`config.mk`:
```
export PLATFORM = sky130hd
export DESIGN_NAME = uart_tx_scheduler_flat
export DESIGN_NICKNAME = d
export VERILOG_FILES = /design/src/rtl/uart_tx_scheduler_pkg.sv /design/src/rtl/uart_tx_scheduler_if.sv /design/src/rtl/uart_tx_scheduler_rr_arbiter.sv /design/src/rtl/uart_tx_scheduler.sv /design/src/flat_wrapper.sv
export SDC_FILE = /design/constraint.sdc
export NUM_CORES = 1
export LEC_CHECK = 0
export CAP_MARGIN = 25
export CELL_PAD_IN_SITES_DETAIL_PLACEMENT = 1
export CELL_PAD_IN_SITES_GLOBAL_PLACEMENT = 1
export CORE_AREA = 3 3 92 94
export DETAILED_ROUTE_END_ITERATION = 6
export DIE_AREA = 0 0 95 97
export GPL_TIMING_DRIVEN = 0
export PLACE_DENSITY = 0.81
export SETUP_SLACK_MARGIN = 0.05
export SKIP_LAST_GASP = 1
export SYNTH_ARGS = -nofsm -noshare
export SYNTH_HDL_FRONTEND = slang
export SYNTH_SLANG_ARGS = --single-unit
```
`constraint.sdc`:
```
create_clock -name clock -period 3.2 [get_ports clock]
set_input_delay 0.32 -clock clock [delete_from_list [all_inputs] [get_ports clock]]
set_output_delay 0.32 -clock clock [all_outputs]
set_load 0.03 [all_outputs]
```
`src/rtl/uart_tx_scheduler_pkg.sv`:
```
// Shared types and constants for the UART transmit scheduler.
//   uart_sched_state_t : scheduler FSM state encoding
//   UART_SYNC_BYTE     : first byte of every packet
package utils;

  typedef enum logic [1:0] {
    IDLE    = 2'd0,
    ISSUE   = 2'd1,
    WAIT_HI = 2'd2,
    WAIT_LO = 2'd3
  } uart_sched_state_t;

  localparam logic [7:0] UART_SYNC_BYTE = 8'hA5;

endpackage

```
`src/rtl/uart_tx_scheduler_if.sv`:
```
// Request/payload/ack bundle from report sources plus the UART byte handshake.
//   master : scheduler side (drives ack, uart_data, uart_data_rdy, busy)
//   slave  : sources + UART side (drives req, payload, uart_tx_busy)
interface uart_tx_scheduler_if #(
  parameter int unsigned NUM_REQ       = 3,
  parameter int unsigned PAYLOAD_BYTES = 2
);

  logic [NUM_REQ-1:0]                          req;
  logic [NUM_REQ-1:0][8*PAYLOAD_BYTES-1:0]     payload;
  logic [NUM_REQ-1:0]                          ack;
  logic [7:0]                                  uart_data;
  logic                                        uart_data_rdy;
  logic                                        uart_tx_busy;
  logic                                        busy;

  modport master (
    input  req, payload, uart_tx_busy,
    output ack, uart_data, uart_data_rdy, busy
  );

  modport slave (
    output req, payload, uart_tx_busy,
    input  ack, uart_data, uart_data_rdy, busy
  );

endinterface

```
`src/rtl/uart_tx_scheduler_rr_arbiter.sv`:
```
// Round-robin arbiter with a registered last-grant pointer.
//   req        : per-source requests
//   last_grant : index loaded into the pointer when grant_en is high
//   grant_en   : a grant is being taken this cycle
//   grant      : one-hot winner, grant_idx : its index, any_req : some req high
// Search starts at pointer+1; reset pointer is N-1 so source 0 wins first.
module rr_arbiter #(
  parameter  int unsigned N  = 3,
  localparam int unsigned IW = (N > 1) ? $clog2(N) : 1
) (
  input  logic          clock,
  input  logic          reset_n,
  input  logic [N-1:0]  req,
  input  logic [IW-1:0] last_grant,
  input  logic          grant_en,
  output logic [N-1:0]  grant,
  output logic [IW-1:0] grant_idx,
  output logic          any_req
);

  logic [IW-1:0] ptr_q;
  logic [IW-1:0] ptr_d;
  logic [IW-1:0] cand;

  // First requester found walking forward from the slot after the pointer.
  always_comb begin
    grant     = '0;
    grant_idx = '0;
    any_req   = 1'b0;
    cand      = '0;
    for (int unsigned off = 1; off <= N; off++) begin
      cand = IW'((32'(ptr_q) + off) % N);
      if (!any_req && req[cand]) begin
        any_req     = 1'b1;
        grant_idx   = cand;
        grant[cand] = 1'b1;
      end
    end
  end

  always_comb begin
    ptr_d = ptr_q;
    if (grant_en) ptr_d = last_grant;
  end

  always_ff @(posedge clock or negedge reset_n) begin
    if (!reset_n) ptr_q <= IW'(N - 1);
    else          ptr_q <= ptr_d;
  end

endmodule

```
`src/rtl/uart_tx_scheduler.sv`:
```
// Shares one UART transmitter between NUM_REQ report sources. Grants round-robin,
// latches the winning payload and sends SYNC, ID, payload (MSB byte first), CHK
// one byte per data_rdy/tx_busy handshake.
//   clock, reset_n : system clock, async active-low reset
//   bus (master)   : req/payload/ack to sources, uart_data/uart_data_rdy/
//                    uart_tx_busy to the UART, busy while a packet is in flight
module uart_tx_scheduler
  import utils::*;
#(
  parameter int unsigned NUM_REQ       = 3,
  parameter int unsigned PAYLOAD_BYTES = 2
) (
  input logic                 clock,
  input logic                 reset_n,
  uart_tx_scheduler_if.master bus
);

  localparam int unsigned IW       = (NUM_REQ > 1) ? $clog2(NUM_REQ) : 1;
  localparam int unsigned PW       = 8 * PAYLOAD_BYTES;
  localparam int unsigned BIW      = 3;
  localparam int unsigned LAST_IDX = PAYLOAD_BYTES + 2;

  uart_sched_state_t  state_q, state_d;
  logic [PW-1:0]      payload_q, payload_d;
  logic [7:0]         id_q, id_d;
  logic [7:0]         chk_q, chk_d;
  logic [BIW-1:0]     idx_q, idx_d;
  logic [NUM_REQ-1:0] ack_q, ack_d;
  logic [7:0]         data_q, data_d;
  logic               rdy_q, rdy_d;
  logic               busy_q, busy_d;

  logic [NUM_REQ-1:0] grant;
  logic [IW-1:0]      grant_idx;
  logic               any_req;
  logic               grant_en_c;
  logic               last_byte_c;

  assign grant_en_c  = (state_q == IDLE) && any_req;
  assign last_byte_c = (idx_q == BIW'(LAST_IDX));

  rr_arbiter #(.N(NUM_REQ)) u_arb (
    .clock      (clock),
    .reset_n    (reset_n),
    .req        (bus.req),
    .last_grant (grant_idx),
    .grant_en   (grant_en_c),
    .grant      (grant),
    .grant_idx  (grant_idx),
    .any_req    (any_req)
  );

  // State register
  always_ff @(posedge clock or negedge reset_n) begin
    if (!reset_n) state_q <= IDLE;
    else          state_q <= state_d;
  end

  // Next-state logic
  always_comb begin
    state_d = state_q;
    case (state_q)
      IDLE:    if (any_req)           state_d = ISSUE;
      ISSUE:   if (!bus.uart_tx_busy) state_d = WAIT_HI;
      WAIT_HI: if (bus.uart_tx_busy)  state_d = WAIT_LO;
      WAIT_LO: if (!bus.uart_tx_busy) state_d = last_byte_c ? IDLE : ISSUE;
      default:                        state_d = IDLE;
    endcase
  end

  // Output and datapath next values; pulses default low, data holds
  always_comb begin
    payload_d = payload_q;
    id_d      = id_q;
    chk_d     = chk_q;
    idx_d     = idx_q;
    data_d    = data_q;
    ack_d     = '0;
    rdy_d     = 1'b0;
    busy_d    = (state_d != IDLE);
    case (state_q)
      IDLE: begin
        if (any_req) begin
          payload_d = bus.payload[grant_idx];
          id_d      = 8'(grant_idx);
          chk_d     = 8'h00;
          idx_d     = '0;
          ack_d     = grant;
        end
      end
      ISSUE: begin
        if (!bus.uart_tx_busy) begin
          rdy_d = 1'b1;
          if (idx_q == BIW'(0)) begin
            data_d = UART_SYNC_BYTE;
          end else if (idx_q == BIW'(1)) begin
            data_d = id_q;
            chk_d  = chk_q ^ id_q;
          end else if (last_byte_c) begin
            data_d = chk_q;
          end else begin
            // Payload goes out MSB byte first by shifting the latched copy left
            data_d    = payload_q[PW-1 -: 8];
            chk_d     = chk_q ^ payload_q[PW-1 -: 8];
            payload_d = payload_q << 8;
          end
        end
      end
      WAIT_LO: begin
        if (!bus.uart_tx_busy && !last_byte_c) idx_d = idx_q + BIW'(1);
      end
      default: ;
    endcase
  end

  always_ff @(posedge clock or negedge reset_n) begin
    if (!reset_n) begin
      payload_q <= '0;
      id_q      <= 8'h00;
      chk_q     <= 8'h00;
      idx_q     <= '0;
      ack_q     <= '0;
      data_q    <= 8'h00;
      rdy_q     <= 1'b0;
      busy_q    <= 1'b0;
    end else begin
      payload_q <= payload_d;
      id_q      <= id_d;
      chk_q     <= chk_d;
      idx_q     <= idx_d;
      ack_q     <= ack_d;
      data_q    <= data_d;
      rdy_q     <= rdy_d;
      busy_q    <= busy_d;
    end
  end

  assign bus.ack           = ack_q;
  assign bus.uart_data     = data_q;
  assign bus.uart_data_rdy = rdy_q;
  assign bus.busy          = busy_q;

endmodule
```
`src/flat_wrapper.sv`:
```
// flat-port wrapper written by rule: the top's interface ports become plain ports
module uart_tx_scheduler_flat import utils::*;
#(
  parameter int unsigned NUM_REQ       = 3,
  parameter int unsigned PAYLOAD_BYTES = 2
)
  (clock, reset_n, bus_req, bus_payload, bus_uart_tx_busy, bus_ack, bus_uart_data, bus_uart_data_rdy, bus_busy);
  uart_tx_scheduler_if #(.NUM_REQ(NUM_REQ), .PAYLOAD_BYTES(PAYLOAD_BYTES)) bus_i ();
  input logic clock;
  input logic reset_n;
  input wire logic [$bits(bus_i.req)-1:0] bus_req;
  input wire logic [$bits(bus_i.payload)-1:0] bus_payload;
  input wire logic [$bits(bus_i.uart_tx_busy)-1:0] bus_uart_tx_busy;
  output wire logic [$bits(bus_i.ack)-1:0] bus_ack;
  output wire logic [$bits(bus_i.uart_data)-1:0] bus_uart_data;
  output wire logic [$bits(bus_i.uart_data_rdy)-1:0] bus_uart_data_rdy;
  output wire logic [$bits(bus_i.busy)-1:0] bus_busy;
  assign bus_i.req = bus_req;
  assign bus_i.payload = bus_payload;
  assign bus_i.uart_tx_busy = bus_uart_tx_busy;
  assign bus_ack = bus_i.ack;
  assign bus_uart_data = bus_i.uart_data;
  assign bus_uart_data_rdy = bus_i.uart_data_rdy;
  assign bus_busy = bus_i.busy;
  uart_tx_scheduler #(.NUM_REQ(NUM_REQ), .PAYLOAD_BYTES(PAYLOAD_BYTES)) u_core (.clock(clock), .reset_n(reset_n), .bus(bus_i));
endmodule
```
==> results.py, run 1 <==
metrics = {
    "synthesis": {
        "yosysWarningCount": 0,
        "synthesis.nets": 382,
        "synthAdderAreaFrac": 0.0471,
        "synth_most_common_cell": "dfrtp_1",
        "synth-async-reset-ratio": 1.00,
        "avgSynthCellArea_um2": 9.22,
        "synthMuxAreaShare": 0.0895,
        "postSynthCellCount": 317,
        "ys_seq_area_frac": 0.386,
        "synth_cell_type_count": 53,
        "ys_ff_latch": 45,
        "synth_top_family_by_area": "compound AO/OA/AOI/OAI gates",
        "netlist_area_um2": 2920,
        "synth.area.top_cells": "dfrtp_1 (38%), mux2i_1 (5.5%), nor2_1 (5.0%), ha_1 (4.7%), nand2_1 (4.1%)",
        "yosys-top-cells-count": "dfrtp_1 (44), nor2_1 (39), nand2_1 (32)",
        "synth_compound_area_frac": 0.234,
        "synth_area_leader_cell": "dfrtp_1",
        "synth_xor_area_frac": 0.00599,
        "netlist.area_leader.share": 0.377,
        "synth_edf_count": 0,
        "synth_top_flop_cell": "dfrtp_1",
        "yosys.area_share.simple": 0.181,
    },
    "grt": {
        "grt_pass1_vias": 2768,
        "grt_pass1_wl_um": 13800,
        "grt_overflow": 0,
        "grt_usage": 0.187,
        "grt_max_degree": 29,
        "antenna_found_initial": 0,
    },
    "clock_network": {
        "cts-root-buf": "clkbuf_8",
        "cts_buffers": 5,
        "path_clk_slew_ps": 90,
        "clock-sinks": 45,
        "post_cts_buffers": 0,
        "clk_latency_ps": 310,
        "cts_tree": "done",
        "cts_buffer_depth": 2,
        "cts_max_level": 2,
    },
    "sta": {
        "slew_violations": 0,
        "relSlewSlack": 0.530,
        "skew_ps": 13.6,
        "min_period_ps": 2970,
        "worstMarginPinSlew_ps": 700,
        "rsz0062_at_grt": "no",
        "setup_viol": 0,
        "finalSetupTns_ps": 0,
        "max_freq_ghz": 0.337,
        "hold_viol": 0,
        "fin_crit_sh": 0.928,
    },
    "setup_path": {
        "end_kind": "flip-flop",
        "reg2reg_setup_slack_ps": 230,
        "critPathSlowestCell": "o41ai_4",
        "crit_path_cell_trace": "inv_1 -> ha_1 -> buf_2 -> nand3b_1 -> o21ai_2 -> o41ai_4 -> buf_4 -> buf_2 -> nand2_1 -> o211ai_1",
        "critical_path_buf_inv_count": 4,
        "worst_ep_required_time_ps": 3420,
        "reg2reg_to": "u_core.payload_q[3]",
        "crit_fanout": 10,
        "criticalPathCategory": "reg -> reg",
        "reg2reg_depth": 10,
        "r2r_start": "u_core.u_arb.ptr_q[1]",
        "critical-path-max-stage-delay_ps": 590,
        "cp_top_family": "compound AO/OA/AOI/OAI gates",
        "path_common_cell": "buf_2",
        "start_kind": "flip-flop",
        "cp.arrival_ps": 3190,
    },
    "route": {
        "finalWirelength_um": 8460,
        "route.detailed.drc": 0,
        "vias": 2712,
        "dr.pass1.iters": 4,
        "drtIter0Drc": 142,
        "avgRoutedWirePerCell_um": 17.2,
        "vias_per_cell": 5.50,
        "postRouteAntennaNets": 0,
    },
    "job": {
        "cap_violations": 0,
    },
    "power_and_ir_drop": {
        "ir_worst_vdd_v": 0.000416,
        "power.total_mw": 3.60,
        "power_density_nw_per_um2": 942,
        "leakagePower_nw": 1.62,
    },
    "floorplan": {
        "start_util": 0.378,
        "core_area_um2": 7730,
        "dieArea_um2": 9220,
        "pin_count": 67,
        "die_w_um": 95,
        "core.rowCount": 32,
        "die_height_um": 97,
    },
    "placed_design": {
        "gp_congestion": 0.850,
        "port_buffers": 65,
        "dp_hpwl_um": 6580,
    },
    "run_status": {
        "status": "finished, final reports clean",
    },
    "worst_hold_path": {
        "min_to": "u_core.bus.ack[2]",
        "hold_depth": 3,
        "min_from": "bus_req[2]",
        "hp-class": "in -> reg",
    },
    "final_layout": {
        "drive_gt1_frac": 0.0997,
        "final_nets": 456,
        "antenna_cells": 0,
        "area_growth_pct": 30.8,
    },
}
==> routing by layer <==
layer  GRT usage  routed length [um]  vias up
li1            -                   -     1307
met1       0.255                3880     1327
met2       0.299                4100       62
met3      0.0295                 285       16
met4      0.0677                 189        0
met5           0                   0        -
==> worst reg2reg max path: cells and delay by family, from the launching register on <==
| kind | cells | cell delay, ps |
|---|---|---|
| flops | 1 | 560 |
| compound gates | 3 | 890 |
| buf+inv | 4 | 820 |
| simple gates | 2 | 270 |
| fa+ha+maj | 1 | 360 |
==> per-stage QoR <==
step	instances	worst slack (ps)	area [um2]	utilization	hold slack, ps
6_report	493	230	3820	0.495	472
5_1_grt	493	55.6	3820	0.495	502
4_1_cts	493	122	3820	0.494	438
3_5_place_dp	485	131	3720	0.481	283
3_3_place_gp	484	308	3700	0.479	460
2_1_floorplan	317	654	2920	-	24.4
==> state kept, by name (all words and copies together), names as in the netlist <==
signal / cells
u_core.payload_q: 16
u_core.bus.uart_data: 8
u_core.u_arb.ptr_q: 2
u_core.bus.ack: 3
u_core.bus.busy: 1
u_core.chk_q: 8
u_core.idx_q: 3
u_core.id_q: 1
u_core.bus.uart_data_rdy: 1
u_core.state_q: 2
==> logic make-up (layout without fill, tap and decap cells) <==
| logic type | after synthesis | in the layout |
|---|---|---|
| buffers and inverters | 35 | 109 |
| XOR/XNOR | 2 | 2 |
| AO/OA/AOI/OAI | 92 | 92 |
| adder cells (fa/ha/maj) | 11 | 11 |
| flip-flops | 45 | 45 |
| AND/OR/NAND/NOR | 109 | 109 |
| multiplexers | 23 | 23 |
==> report_power, final <==
group / internal (mW) / leakage, nW / switching, mW / total (mW)
Clock: 0.171 / 0.0433 / 0.199 / 0.370
Combinational: 0.920 / 1.01 / 1.32 / 2.24
Sequential: 0.814 / 0.567 / 0.182 / 0.996
Total: 1.90 / 1.62 / 1.70 / 3.60
==> repair_timing <==
action,4_1_cts,5_1_grt
endpoints found under the hold margin,17,0
setup endpoints to repair,0,4
resized for setup,0,1
hold buffers,1,0
==> cells in the final DEF, fill, tap and decap left out, drive strengths merged, types with 6 or more instances in the layout <==
cell type	netlist	routed
a21oi	20	20
buf	12	14
clkbuf	9	15
clkdlybuf4s50	0	64
dfrtp	44	44
ha	11	11
inv	14	14
mux2i	18	18
nand2	32	32
nand2b	6	6
nand3	8	8
nor2	40	40
o211ai	9	9
o21ai	14	14
o31ai	13	13
o41ai	10	10
or4	8	8
==> how the worst max path moves through the flow <==
stage | startpoint | slack [ps] | depth (start not counted) | end
floorplan | u_core.u_arb.ptr_q[1] | 650 | 10 | u_core.payload_q[14]
global placement | u_core.u_arb.ptr_q[1] | 310 | 10 | u_core.payload_q[1]
detailed placement | u_core.u_arb.ptr_q[1] | 130 | 8 | u_core.payload_q[3]
CTS | u_core.u_arb.ptr_q[1] | 120 | 8 | u_core.payload_q[3]
global route | u_core.u_arb.ptr_q[1] | 60 | 9 | u_core.payload_q[11]
finish | u_core.u_arb.ptr_q[1] | 230 | 10 | u_core.payload_q[3]
==> layout make-up <==
cell class / count / area, um2
Inverter: 14 / 52.6
Buffer: 21 / 115
Sequential cell: 45 / 1130
Clock buffer: 6 / 82.6
Tap cell: 102 / 128
Fill cell: 887 / 3910
Timing Repair Buffer: 67 / 676
Clock inverter: 1 / 7.51
Multi-Input combinational cell: 237 / 1630
(Power assumes the default switching activity.)
==> inputs of run 2 (changes only) <==
--- a/config.mk
+++ b/config.mk
@@ -6,15 +6,14 @@
 export NUM_CORES = 1
 export LEC_CHECK = 0
 export CAP_MARGIN = 25
-export CELL_PAD_IN_SITES_DETAIL_PLACEMENT = 1
-export CELL_PAD_IN_SITES_GLOBAL_PLACEMENT = 1
-export CORE_AREA = 3 3 92 94
+export CELL_PAD_IN_SITES_DETAIL_PLACEMENT = 2
+export CELL_PAD_IN_SITES_GLOBAL_PLACEMENT = 2
+export CORE_AREA = 2 2 102 104
 export DETAILED_ROUTE_END_ITERATION = 6
-export DIE_AREA = 0 0 95 97
+export DIE_AREA = 0 0 104 106
 export GPL_TIMING_DRIVEN = 0
-export PLACE_DENSITY = 0.81
+export PLACE_DENSITY = 0.8
 export SETUP_SLACK_MARGIN = 0.05
-export SKIP_LAST_GASP = 1
 export SYNTH_ARGS = -nofsm -noshare
 export SYNTH_HDL_FRONTEND = slang
 export SYNTH_SLANG_ARGS = --single-unit
==> results.py, run 2 (synthesis gave the netlist of run 1 again) <==
metrics = {
    "run_status": {
        "status": "finished, final reports clean",
    },
    "route": {
        "avgRoutedWirePerCell_um": 18.1,
        "vias": 2724,
        "postRouteAntennaNets": 0,
        "drtIter0Drc": 65,
        "wl_met3_um": 210,
        "dr.max_layer_used": "met4",
        "wl_met1_um": 4300,
        "vias_per_cell": 5.14,
        "route.detailed.drc": 0,
        "met2_length_um": 5040,
        "dr.pass1.iters": 4,
        "finalWirelength_um": 9620,
    },
    "placed_design": {
        "place_area_um2": 3760,
        "port_buffers": 65,
        "dp_hpwl_um": 7490,
        "place_inst": 519,
        "gp_congestion": 0.779,
    },
    "setup_path": {
        "critical-path-max-stage-delay_ps": 570,
        "end_kind": "flip-flop",
        "start_kind": "flip-flop",
        "crit_path_cell_trace": "inv_1 -> ha_1 -> buf_2 -> nand3b_1 -> o21ai_2 -> o41ai_4 -> buf_4 -> clkbuf_1 -> a21oi_1 -> o41ai_1",
        "worst_ep_required_time_ps": 3380,
        "critPathSlowestCell": "dfstp_2",
        "cp.arrival_ps": 3090,
        "crit_fanout": 10,
        "criticalPathCategory": "reg -> reg",
    },
    "sta": {
        "setup_viol": 0,
        "finalSetupTns_ps": 0,
        "min_period_ps": 2910,
        "relSlewSlack": 0.549,
        "slew_violations": 0,
        "hold_viol": 0,
        "rsz0062_at_grt": "no",
        "max_freq_ghz": 0.343,
        "skew_ps": 5.81,
        "worstMarginPinSlew_ps": 671,
        "fin_crit_sh": 0.910,
    },
    "clock_network": {
        "cts_buffer_depth": 2,
        "path_clk_slew_ps": 90,
        "cts_buffers": 5,
        "clk_latency_ps": 300,
        "cts-root-buf": "clkbuf_8",
        "cts_tree": "done",
        "clock-sinks": 45,
        "cts_max_level": 2,
    },
    "final_layout": {
        "final_area_um2": 3910,
        "drive_gt1_frac": 0.107,
        "top_register": "u_core.payload_q",
        "layout_commonest_cell": "clkdlybuf4s50_1",
        "largest_register_ffs": 16,
        "final_cell_mix": "clkdlybuf4s50_1 (64), dfrtp_1 (44), nor2_1 (39), nand2_1 (32), a21oi_1 (19)",
        "area_growth_pct": 33.6,
        "final_cells": 530,
        "final_nets": 458,
        "antenna_cells": 0,
        "final_util": 0.391,
    },
    "floorplan": {
        "pin_count": 67,
        "die_height_um": 106,
        "start_util": 0.292,
        "core.rowCount": 37,
        "dieArea_um2": 11000,
        "core_area_um2": 10000,
        "die_w_um": 104,
    },
    "grt": {
        "grt_usage": 0.176,
        "grt_pass1_wl_um": 15600,
        "grt_overflow": 0,
        "grt_pass1_vias": 3025,
        "antenna_found_initial": 0,
        "grt_max_degree": 35,
    },
    "power_and_ir_drop": {
        "intPower_mw": 1.98,
        "leakagePower_nw": 1.64,
        "power.total_mw": 3.74,
        "sw_frac_of_total": 0.469,
        "pwr-share-seq": 0.269,
        "ir_worst_vdd_v": 0.000296,
        "power_frac_comb": 0.610,
        "clockPowerShare": 0.120,
        "total_switching_power_mw": 1.75,
        "power_density_nw_per_um2": 957,
    },
    "worst_hold_path": {
        "hp-class": "in -> async",
    },
    "job": {
        "cap_violations": 0,
    },
}
==> run 2: changes by cell type in the layout (fill, tap and decap cells not counted) <==
cell / previous run / this run
clkinv_4: 0 / 1
buf_4: 2 / 4
bufinv_16: 0 / 1
clkbuf_8: 6 / 5
==> run 2: layer usage <==
| metal | global-route usage | vias up |
|---|---|---|
| met2 | 0.322 | 37 |
| met1 | 0.224 | 1374 |
| met4 | 0.0328 | 0 |
| met3 | 0.0221 | 4 |
| met5 | 0 | - |
| li1 | - | 1309 |
==> run 2: repair_timing <==
action	in CTS	in global routing
endpoints found under the hold margin	11	0
hold buffers	1	0
buffers inserted	0	2
setup endpoints to repair	0	17
resized for setup	0	1
==> run 2: cell type report <==
type | count | area (um2)
buffer | 21 | 115
clock buffer | 5 | 68.8
clock inverter | 3 | 46.3
fill | 1128 | 6090
inverter | 14 | 52.6
multi-input combinational | 237 | 1630
sequential | 45 | 1130
tap | 136 | 170
timing repair buffer | 69 | 691
==> run 2: worst paths after layout <==
| kind | from | slack [ps] | to | cells past startpoint |
|---|---|---|---|---|
| worst max register to register | u_core.u_arb.ptr_q[1] | 290 | u_core.payload_q[10] | 10 |
| worst min register to register | u_core.bus.uart_data[7] | 490 | u_core.bus.uart_data[7] | 2 |
| worst min-delay path | reset_n | 430 | u_core.bus.uart_data[3] | 2 |
| worst max-delay path | u_core.u_arb.ptr_q[1] | 290 | u_core.payload_q[10] | 10 |
| min in group clock | bus_req[2] | 450 | u_core.bus.ack[2] | 3 |
| max in group asynchronous | reset_n | 2220 | u_core.u_arb.ptr_q[1] | 3 |
==> run 2: power by group through the flow <==
stage / combinational (mW) / clock (mW) / sequential [mW]
detailed placement: 2.25 / 0 / 1.02
global route: 2.51 / 0.481 / 1.04
floorplan: 1.47 / 0 / 1.08
CTS: 2.28 / 0.463 / 1.01
finish: 2.28 / 0.450 / 1.01
global placement: 2.15 / 0 / 1.00
==> run 2: worst max-delay path, delay by kind of cell (launching register included) <==
kind	cells	cell delay (ps)
compound gates	4	810
fa+ha+maj	1	350
buf+inv	4	880
flops	1	570
simple gates	1	180
==> run 2: stage by stage <==
stage                     setup WS (ps)  hold WS, ps
final                               288          426
after global routing               52.3          435
after CTS                           109          427
after detailed placement            140          231
after global placement              257          460
after floorplan                     654         24.4
